**src/rtl/mole_if.sv**
```systemverilog
// Player/display side of the whack-a-mole game controller.
// The master drives start and hit; the slave (mole_scheduler) returns the map, score and status.
interface mole_if;
    logic       start;
    logic [8:0] hit;
    logic [8:0] map;
    logic [3:0] score;
    logic       game_over;
    logic       busy;

    modport master (output start, hit, input map, score, game_over, busy);
    modport slave  (input start, hit, output map, score, game_over, busy);
endinterface

```
**src/rtl/mole_scheduler.sv**
```systemverilog
// Whack-a-mole game controller: spawns moles, times their lifetime, scores hits and sequences games.
// Define MOLE_MISS_PENALTY_EN to deduct one point per hit on an empty hole.
module mole_scheduler #(
    parameter int unsigned MOLE_LIFE = 50_000_000,
    parameter int unsigned SPAWN_GAP = 25_000_000,
    parameter int unsigned GAME_LEN  = 15,
    parameter logic [7:0]  LFSR_SEED = 8'hA5
) (
    input logic   clk,
    input logic   rst,
    mole_if.slave bus
);
    localparam int unsigned   LW        = $clog2(MOLE_LIFE);
    localparam int unsigned   SW        = $clog2(SPAWN_GAP);
    localparam logic [LW-1:0] LIFE_INIT = LW'(MOLE_LIFE - 1);
    localparam logic [SW-1:0] GAP_INIT  = SW'(SPAWN_GAP - 1);
    localparam logic [7:0]    LEN       = 8'(GAME_LEN);

    typedef enum logic [1:0] {IDLE, PLAY, OVER} state_t;

    state_t        state, state_n;
    logic [7:0]    lfsr;
    logic [SW-1:0] spawn_cnt;
    logic [7:0]    spawned;
    logic [LW-1:0] life [9];
    logic [8:0]    map_q, map_n, valid, expire, spawn_oh;
    logic [3:0]    score_q, score_n, cand, n_valid;
    logic          busy_q, over_q;
`ifdef MOLE_MISS_PENALTY_EN
    logic [8:0]        invalid;
    logic [3:0]        n_invalid;
    logic signed [5:0] sum;
`else
    logic [4:0]        sum;
`endif

    always_ff @(posedge clk) begin
        if (rst) state <= IDLE;
        else     state <= state_n;
    end

    always_comb begin
        state_n = state;
        unique case (state)
            IDLE, OVER: if (bus.start) state_n = PLAY;
            PLAY:       if (spawned == LEN && map_q == '0) state_n = OVER;
            default:    state_n = IDLE;
        endcase
    end

    // Next map/score in PLAY; a hit takes priority over expiry on the same hole.
    always_comb begin
        valid  = bus.hit & map_q;
        expire = '0;
        for (int unsigned i = 0; i < 9; i++)
            expire[i] = map_q[i] & ~bus.hit[i] & (life[i] == '0);
        cand     = (lfsr[3:0] >= 4'd9) ? lfsr[3:0] - 4'd9 : lfsr[3:0];
        spawn_oh = '0;
        if (spawn_cnt == '0 && spawned < LEN && !map_q[cand])
            spawn_oh[cand] = 1'b1;
        map_n   = (map_q & ~valid & ~expire) | spawn_oh;
        n_valid = 4'($countones(valid));
`ifdef MOLE_MISS_PENALTY_EN
        invalid   = bus.hit & ~map_q;
        n_invalid = 4'($countones(invalid));
        sum       = $signed({2'b00, score_q}) + $signed({2'b00, n_valid})
                  - $signed({2'b00, n_invalid});
        if (sum > 6'sd15)     score_n = 4'd15;
        else if (sum < 6'sd0) score_n = '0;
        else                  score_n = sum[3:0];
`else
        sum     = {1'b0, score_q} + {1'b0, n_valid};
        score_n = (sum > 5'd15) ? 4'd15 : sum[3:0];
`endif
    end

    always_ff @(posedge clk) begin
        if (rst) begin
            lfsr      <= LFSR_SEED;
            map_q     <= '0;
            score_q   <= '0;
            spawn_cnt <= '0;
            spawned   <= '0;
            busy_q    <= 1'b0;
            over_q    <= 1'b0;
            for (int unsigned i = 0; i < 9; i++) life[i] <= '0;
        end else begin
            lfsr   <= {lfsr[6:0], lfsr[7] ^ lfsr[5] ^ lfsr[4] ^ lfsr[3]};
            busy_q <= (state_n == PLAY);
            over_q <= (state_n == OVER);
            if (state != PLAY) begin
                if (state_n == PLAY) begin
                    map_q     <= '0;
                    score_q   <= '0;
                    spawned   <= '0;
                    spawn_cnt <= GAP_INIT;
                end
            end else if (state_n == OVER) begin
                map_q <= '0;
            end else begin
                map_q     <= map_n;
                score_q   <= score_n;
                spawn_cnt <= (spawn_cnt == '0) ? GAP_INIT : spawn_cnt - SW'(1);
                if (spawn_oh != '0) spawned <= spawned + 8'd1;
                for (int unsigned i = 0; i < 9; i++) begin
                    if (spawn_oh[i])                    life[i] <= LIFE_INIT;
                    else if (map_q[i] && life[i] != '0) life[i] <= life[i] - LW'(1);
                end
            end
        end
    end

    assign bus.map       = map_q;
    assign bus.score     = score_q;
    assign bus.busy      = busy_q;
    assign bus.game_over = over_q;
endmodule

```
**src/flat_wrapper.sv**
```systemverilog
// flat-port wrapper written by rule: the top's interface ports become plain ports
module mole_scheduler_flat 
#(
    parameter int unsigned MOLE_LIFE = 50_000_000,
    parameter int unsigned SPAWN_GAP = 25_000_000,
    parameter int unsigned GAME_LEN  = 15,
    parameter logic [7:0]  LFSR_SEED = 8'hA5
)
  (clk, rst, bus_start, bus_hit, bus_map, bus_score, bus_game_over, bus_busy);
  mole_if bus_i ();
  input logic clk;
  input logic rst;
  input wire logic [$bits(bus_i.start)-1:0] bus_start;
  input wire logic [$bits(bus_i.hit)-1:0] bus_hit;
  output wire logic [$bits(bus_i.map)-1:0] bus_map;
  output wire logic [$bits(bus_i.score)-1:0] bus_score;
  output wire logic [$bits(bus_i.game_over)-1:0] bus_game_over;
  output wire logic [$bits(bus_i.busy)-1:0] bus_busy;
  assign bus_i.start = bus_start;
  assign bus_i.hit = bus_hit;
  assign bus_map = bus_i.map;
  assign bus_score = bus_i.score;
  assign bus_game_over = bus_i.game_over;
  assign bus_busy = bus_i.busy;
  mole_scheduler #(.MOLE_LIFE(MOLE_LIFE), .SPAWN_GAP(SPAWN_GAP), .GAME_LEN(GAME_LEN), .LFSR_SEED(LFSR_SEED)) u_core (.clk(clk), .rst(rst), .bus(bus_i));
endmodule
```
**config.mk**
```make
export PLATFORM = sky130hd
export DESIGN_NAME = mole_scheduler_flat
export DESIGN_NICKNAME = d
export VERILOG_FILES = /design/src/rtl/mole_if.sv /design/src/rtl/mole_scheduler.sv /design/src/flat_wrapper.sv
export SDC_FILE = /design/constraint.sdc
export NUM_CORES = 1
export LEC_CHECK = 0
export ABC_AREA = 1
export BUFFER_PORTS_ARGS = -buffer_cell sky130_fd_sc_hd__buf_2
export CORE_ASPECT_RATIO = 0.9
export CORE_MARGIN = 3
export CORE_UTILIZATION = 60
export CTS_BUF_LIST = sky130_fd_sc_hd__clkbuf_16
export CTS_CLUSTER_DIAMETER = 150
export CTS_CLUSTER_SIZE = 24
export DETAILED_ROUTE_END_ITERATION = 12
export PLACE_DENSITY = 0.77
export SLEW_MARGIN = 30
export SYNTH_ARGS = -nofsm -noshare
export SYNTH_HDL_FRONTEND = slang
export SYNTH_SLANG_ARGS = --single-unit
```
**constraint.sdc**
```tcl
create_clock -name clk -period 5.07 [get_ports clk]
set_input_delay 1.014 -clock clk [delete_from_list [all_inputs] [get_ports clk]]
set_output_delay 1.014 -clock clk [all_outputs]
set_load 0.01 [all_outputs]
```
==> reports/qor.yml <==
cp_max_fo: 60
reg2reg_depth: 17
synth_top_area_share_pct: 41.6
slew_violations: 0
path_class: "reg -> reg"
std_cell_rows: 57
pwr_density_cell_nw_per_um2: 254
cp-start-kind: "flip-flop"
post-place-ws_ns: 0.858
cts_resized: 0
synth_top_family_by_area: "simple AND/OR/NAND/NOR gates"
peakVddDrop_v: 0.000285
synth_compound_area_share_pct: 4.94
synth_edf_count: 234
avgSynthCellArea_um2: 8.02
placedCellCount: 2456
finalSetupViolCount: 0
place_area_um2: 17400
synth_seq_area_share_pct: 48.4
drc: 0
vias_per_cell: 5.36
cp.arrival_ns: 4.03
tightest_slew_ns: 0.933
synthFlopType: "edfxtp_1"
hold_path.class: "reg -> reg"
synthTopCellsByCount: "nor2_1, nand2_1, inv_1, edfxtp_1"
syn_inst: 2109
min_period_ns: 3.79
wl_per_cell_um: 13.5
clk_path_buf_depth: 3
yosys_warnings: 0
cts_tree: "built"
setup_ws_ns: 1.28
die_y_um: 165
p_int_mw: 3.42
drt_first_pass_iters: 5
grt_pass1_vias: 12587
nNetsFinal: 2162
instances_no_fill: 2486
hpwlAfterDp_mm: 23.6
final_area_um2: 17900
syn_nets: 2150
synthAdderAreaFrac_pct: 2.41
critPathCaptureType: "flip-flop"
synthTopCellsByArea: "edfxtp_1, nor2_1, nand2_1"
synth-simple-area-share_pct: 30.6
fmax_mhz: 264
clock_sinks: 292
ctsHtreeMaxLevel: 1
power.total_mw: 4.54
path_clk_slew_ns: 0.10
core_um2: 27400
relSlewSlack_pct: 37.4
dieArea_um2: 30200
syn_area_um2: 16900
grt_pass1_wl_mm: 57.3
vias: 13318
clk_latency_ns: 0.51
rsz0062_at_grt: "false"
antenna_found_initial: 2
drive_above_1_share_pct: 5.11
pwr-share-comb_pct: 8.5
power_frac_clock_pct: 30.9
grt_overflow: 0
wl_mm: 33.5
areaGrowthSynthToFinish_pct: 5.80
cts-root-buf: "clkbuf_16"
hold_viol: 0
switching_share_pct: 24.7
detail-route-antenna-nets: 0
synth_xor_area_share_pct: 6.63
grt_max_degree: 61
fin_crit_sh_pct: 74.7
async_flop_share_pct: 0
cap_violations: 0
tns_ns: 0
cts_hold_buf: 0
worst-endpoint-required_ns: 5.31
run_status: "finished, final reports clean"
chipWidth_um: 183
ys_types: 47
holdPathStages: 1
whs_ns: 0.421
finish.utilization_pct: 65.3
postCtsSetupBuffers: 0
yosysTopAreaCell: "edfxtp_1"
start_util_pct: 61.7
cts_buffers: 16
seq_power_share_pct: 60.6
finClkSkew_ns: 0.0269
drt_iter0_drc: 849
p_leak_nw: 7.92
gp_congestion: 0.909
synthMostInstantiatedCell: "nor2_1"
ios: 27
globalRouteTotalUtil_pct: 22.3
ys_ff_latch: 292
synth.area.mux_share_pct: 0
p_switching_mw: 1.12
portBuffers: 26
[power by group through the flow]
stage	registers, mW	logic [mW]	clock network (mW)
finish	2.75	0.385	1.40
floorplan	2.79	0.305	0
CTS	2.75	0.383	1.44
detailed placement	2.81	0.381	0
global placement	2.80	0.369	0
global route	2.77	0.444	1.52
[layout make-up]
| type | count | area [µm²] |
|---|---|---|
| Sequential cell | 292 | 8190 |
| Tap cell | 354 | 443 |
| Antenna cell | 1 | 2.50 |
| Inverter | 246 | 926 |
| Fill cell | 2302 | 9500 |
| Timing Repair Buffer | 42 | 280 |
| Clock buffer | 17 | 425 |
| Clock inverter | 11 | 57.6 |
| Multi-Input combinational cell | 1523 | 7560 |
[worst max-delay path, stage by stage (launching register included)]
cell,delay (ns)
edfxtp_1,0.46
nor2_1,0.29
nand2_1,0.15
nor2_1,0.12
nand2_1,0.10
nor3_1,0.16
inv_1,0.09
nor2_1,0.09
inv_1,0.05
o21ai_0,0.35
nand2_1,0.14
nand2_1,0.13
nand3_1,0.09
nor2_1,0.10
nand2_1,0.14
inv_4,0.50
buf_4,0.46
nor2_1,0.08
[registers in the layout (all words and copies together) (netlist names)]
| name | count |
|---|---|
| u_core.bus.map | 9 |
| u_core.bus.busy | 1 |
| u_core.state | 2 |
| u_core.bus.score | 4 |
| u_core.bus.game_over | 1 |
| u_core.lfsr | 8 |
| u_core.life | 234 |
| u_core.spawned | 8 |
| u_core.spawn_cnt | 25 |
[final timing paths]
kind,slack (ns),end,from
worst min-delay path,0.42,u_core.lfsr[7],u_core.lfsr[6]
worst max register to register,1.28,u_core.life[3][2],u_core.life[4][13]
worst max-delay path,1.28,u_core.life[3][2],u_core.life[4][13]
worst min register to register,0.42,u_core.lfsr[7],u_core.lfsr[6]
[cells by family (layout without fill, tap and decap cells)]
| family | count (synthesis) | count (layout) |
|---|---|---|
| XOR/XNOR | 128 | 128 |
| flip-flops | 292 | 292 |
| buffers and inverters | 294 | 316 |
| AND/OR/NAND/NOR | 1219 | 1219 |
| other | 0 | 1 |
| AO/OA/AOI/OAI | 147 | 147 |
| adder cells (fa/ha/maj) | 29 | 29 |
[routing by layer]
layer  global-route usage [%]  up-vias  wire length (µm)
met5                        0        -                 9
met4                     5.09        2               754
met3                     3.11       52              1630
met2                     38.3      247             15400
met1                     30.4     6138             15700
li1                         -     6879                 -
[layout by cell type (no fill, tap or decap), types with 9 or more instances in the layout]
cell	n
buf_2	26
nand2_2	15
xor2_1	82
nand2_1	326
xnor2_1	46
o21ai_0	48
nor3_1	80
or2_2	18
nand3b_1	10
nor3b_1	31
a31oi_1	13
dfxtp_1	58
a21oi_1	56
nor2_1	595
inv_1	249
nand3_1	81
clkbuf_16	17
edfxtp_1	234
buf_4	9
ha_1	23
nor4_1	18
nand4_1	26
No activity file was read; power rests on OpenSTA's default activity.
